$ cat config.mk
export PLATFORM = sky130hd
export DESIGN_NAME = operand_arbiter
export DESIGN_NICKNAME = d
export VERILOG_FILES = /design/src/rtl/operand_arbiter.sv
export SDC_FILE = /design/constraint.sdc
export NUM_CORES = 1
export LEC_CHECK = 0
export BUFFER_PORTS_ARGS = -buffer_cell sky130_fd_sc_hd__buf_4
export CAP_MARGIN = 20
export CELL_PAD_IN_SITES_DETAIL_PLACEMENT = 1
export CELL_PAD_IN_SITES_GLOBAL_PLACEMENT = 1
export CORE_MARGIN = 8
export CORE_UTILIZATION = 40
export CTS_CLUSTER_SIZE = 25
export DETAILED_ROUTE_END_ITERATION = 8
export PLACE_DENSITY = 0.84
export SETUP_SLACK_MARGIN = 0.02
export SLEW_MARGIN = 20
export SYNTH_ARGS = -nofsm -noshare
export SYNTH_HDL_FRONTEND = slang
export SYNTH_SLANG_ARGS = --single-unit
$ cat constraint.sdc
create_clock -name clk -period 2.4 [get_ports clk]
set_clock_uncertainty 0.15 [all_clocks]
set_input_delay 0.24 -clock clk [delete_from_list [all_inputs] [get_ports clk]]
set_output_delay 0.24 -clock clk [all_outputs]
set_load 0.01 [all_outputs]
$ cat src/rtl/operand_arbiter.sv
// Round-robin arbiter that shares one operand mux between two requesters and
// holds the selected operand in a one-entry output register with valid/ready.
module operand_arbiter #(
   parameter int WIDTH     = 4,
   parameter int MAX_BURST = 4
) (
   input  logic             clk,
   input  logic             rst,
   input  logic             req0,
   input  logic             req1,
   input  logic [WIDTH-1:0] i0,
   input  logic [WIDTH-1:0] i1,
   output logic             ack0,
   output logic             ack1,
   output logic             sel,
   output logic [WIDTH-1:0] y,
   output logic             y_valid,
   input  logic             y_ready,
   output logic             owner
);

   typedef enum logic [1:0] {IDLE, OWN0, OWN1} state_t;

   localparam logic [3:0] BURST_LIMIT = 4'(MAX_BURST);

   state_t     state;
   logic [3:0] cnt;
   logic       rr;

   logic       slot_free;
   logic       cap0;
   logic       cap1;
   logic       capture;
   logic       own_req;
   logic       other_req;
   logic [3:0] cnt_inc;

   // The slot is free when empty or when the current operand leaves this cycle.
   assign slot_free = !y_valid || y_ready;
   assign cap0      = !rst && (state == OWN0) && req0 && slot_free;
   assign cap1      = !rst && (state == OWN1) && req1 && slot_free;
   assign capture   = cap0 || cap1;
   assign ack0      = cap0;
   assign ack1      = cap1;
   assign own_req   = (state == OWN1) ? req1 : req0;
   assign other_req = (state == OWN1) ? req0 : req1;
   assign cnt_inc   = cnt + 4'd1;

   always_ff @(posedge clk or posedge rst) begin
      if (rst) begin
         state   <= IDLE;
         sel     <= 1'b0;
         y       <= '0;
         y_valid <= 1'b0;
         owner   <= 1'b0;
         cnt     <= 4'd0;
         rr      <= 1'b0;
      end else begin
         if (capture) begin
            y       <= cap1 ? i1 : i0;
            owner   <= cap1;
            y_valid <= 1'b1;
         end else if (y_valid && y_ready) begin
            y_valid <= 1'b0;
         end

         case (state)
            IDLE: begin
               // On a tie rr decides; sel only moves when a grant is made.
               if (req0 && (!req1 || !rr)) begin
                  state <= OWN0;
                  sel   <= 1'b0;
               end else if (req1) begin
                  state <= OWN1;
                  sel   <= 1'b1;
               end
            end
            OWN0, OWN1: begin
               if (!own_req) begin
                  cnt <= 4'd0;
                  if (other_req) begin
                     state <= (state == OWN0) ? OWN1 : OWN0;
                     sel   <= (state == OWN0);
                     rr    <= (state == OWN0);
                  end else begin
                     state <= IDLE;
                  end
               end else if (capture && (cnt_inc == BURST_LIMIT)) begin
                  // Burst exhausted: hand over only if the other side waits.
                  cnt <= 4'd0;
                  if (other_req) begin
                     state <= (state == OWN0) ? OWN1 : OWN0;
                     sel   <= (state == OWN0);
                     rr    <= (state == OWN0);
                  end
               end else if (capture) begin
                  cnt <= cnt_inc;
               end
            end
            default: begin
               state <= IDLE;
               cnt   <= 4'd0;
            end
         endcase
      end
   end

endmodule

==> metrics.txt <==
RSZ-0062 raised after global routing false; simple-gate share of the synthesized area between 10% and 20%; Hold Crit Depth 3; die area about 0.0043 mm²; synth top area cells dfrtp_1, ha_1, mux2i_1, mux2_4, nand2_1; Cell Chain, Critical Path inv_1, ha_1, nand2_1, nor3_4, buf_4; ys flop type dfrtp_1; Syn Inst Count 94; PwrDens ~1100 mW/mm²; largest net degree at the start of global routing 15; Multi-input gate area slightly below 600 µm²; vias in the first global route roughly 870; Worst setup SP type flip-flop; first-pass GRT wire length ~4.2 mm; Reg clk slew, reported paths approximately 90 ps; CTS root buf clkbuf_4; via count approximately 780; peak supply drop a little over 0.6 mV; share of cells above drive strength 1 about a third; Max Buffers Root-to-Sink 2; max incr delay on CP 420 ps; WL per Instance ~17 µm; r2r startpoint state[1]; DIE HEIGHT roughly 65 µm; Synth Area in Adders 6.39%; Final #Nets roughly 130; port buffer count 21; Hold WS between 20 and 30 ps; grt total ovfl 0; Post-synth EDFFs 0; Synth Area per Inst 10.4 µm²; GP Congestion ~0.8; starting density of the core 41.0%; Fin Setup TNS 0 ps; syn nets ~110; hold_sp i1[3]; first-iteration detailed-routing DRC count 17; worst reg-to-reg setup slack 350 ps; Hold Path End y[3]; Synth Warn # 0; CTS Buf Count 3; Tightest Pin Transition 825 ps; core area between 0.002 and 0.0025 mm²; Yosys reg bits 14; drt pass-1 iters 3; type of the tightest min-delay check in -> reg; worst slew margin relative to its limit between 40% and 50%; Seq/Total Area, Yosys ~36%; WP data arrival 1740 ps; crit path kind reg -> out; Via density 5.39; initial antenna violation count 0; TritonCTS Sinks 14; most instantiated library cell after synthesis dfrtp_1; dpl hpwl between 1.5 and 2 mm; Die Wd between 60 and 70 µm; post-synth top area share between 30% and 40%; CP Max Fanout 6; row count 18; register area approximately 350 µm²; synth cell count leaders dfrtp_1, nand2_1; fin crit period between 2000 and 2500 ps; synthesis-to-finish area growth 20.7%; crit end category output port; fin. max-slew vios 0; worst reg2reg path depth 6; Synth cell types 36; CP Launch Point state[1]; Max Cap Viol 0; boundary pin count 22; Hold Vio Cnt, Final 0; cell area after synthesis 978 µm²; CTS tree done; post-synthesis mux area share 12.0%; Routed WL 2.40 mm; post-cts resize count 0; status completed; largest family of logic cells by synthesized area compound AO/OA/AOI/OAI gates; period utilisation layout 88.8%; # fillers 294; antenna-violating nets left 0; Total Routing Usage GR about an eighth; later-pin clock latency in the skew report 270 ps; xor/xnor share of the synthesized area 0%; Post-synth ARST share 100%; Synth Area in Compound Gates around a fifth; leakage power approximately 0.54 nW; Yosys top cell by area dfrtp_1; Diodes inserted 0; DRC 0; FMAX 0.469 GHz; end of the worst register-to-register path cnt[3]; H-tree levels 1; critical path's slowest cell dfrtp_1; CP required about 2000 ps; Setup Viol. Count Final 0
-- what timing repair did --
item | 4_1_cts | 5_1_grt
hold endpoints to repair | 14 | 0
buffers inserted | 0 | 0
hold buffers | 1 | 0
-- final cells by class --
cell class / count / area share, %
Timing Repair Buffer: 23 / 14.8
Tap cell: 30 / 3.18
Inverter: 5 / 1.59
Clock buffer: 3 / 1.91
Sequential cell: 14 / 29.7
Multi-Input combinational cell: 69 / 48.8
-- report_power, final --
part           switching [W]  internal, W
Sequential         0.0000561     0.000319
Clock              0.0000758    0.0000581
Combinational       0.000396     0.000365
Total               0.000528     0.000742
-- per-stage QoR --
stage	instance area [µm²]	worst slack, ps	cells	total power, W	utilization [%]
floorplan	978	475	94	0.000920	-
CTS	1180	258	144	0.00128	49.5
global route	1180	174	144	0.00138	49.5
finish	1180	268	144	0.00127	49.5
detailed placement	1150	359	140	0.00115	48.1
global placement	1150	430	140	0.00110	48.1
-- how the worst max path moves through the flow --
stage,endpoint,slack (ps),cells past startpoint
after floorplan,state[0],480,6
after global placement,state[0],430,6
after detailed placement,state[1],360,6
after CTS,ack0,260,5
after global routing,ack1,170,4
final,ack0,270,5
-- critical path: cells and delay by family (launching register included) --
kind	cells	cell delay [ps]
simple gates	2	450
buf+inv	2	290
flops	1	420
fa+ha+maj	1	310
-- flip-flops by register name (all words and copies together) (netlist names) --
register / flops
rr: 1
owner: 1
cnt: 4
state: 2
y: 4
sel: 1
y_valid: 1
-- per-layer routing --
| metal | vias up | global-route usage, % | share of wire (%) |
|---|---|---|---|
| li1 | 380 | - | - |
| met1 | 372 | 14.0 | 44 |
| met2 | 20 | 21.4 | 49 |
| met3 | 4 | 3.40 | 5.6 |
| met4 | 0 | 3.27 | 1.0 |
| met5 | - | 0 | 0 |
-- cell usage in the layout, fill, tap and decap left out, drive strengths merged --
cell         instances
nor3b                1
a21bo                1
o21ai                6
dfrtp               14
buf                 22
o41ai                1
or2                  1
a31oi                1
nor2                 3
o211ai               1
nor2b                4
nand2                9
mux2                 5
nand3                1
or3b                 2
o21bai               4
nor4b                1
ha                   5
mux2i                5
o2bb2ai              1
a32o                 1
nor4                 2
a21oi                4
a22oi                2
inv                  5
dlygate4sd3          1
nor3                 5
a22o                 3
clkbuf               3
-- cells by family (layout without fill, tap and decap cells) --
logic type | count (synthesis) | count (layout)
flops | 14 | 14
buf+inv | 11 | 31
mux | 10 | 10
simple gates | 29 | 29
fa+ha+maj | 5 | 5
compound gates | 25 | 25
Power figures use the tool's default switching activity.
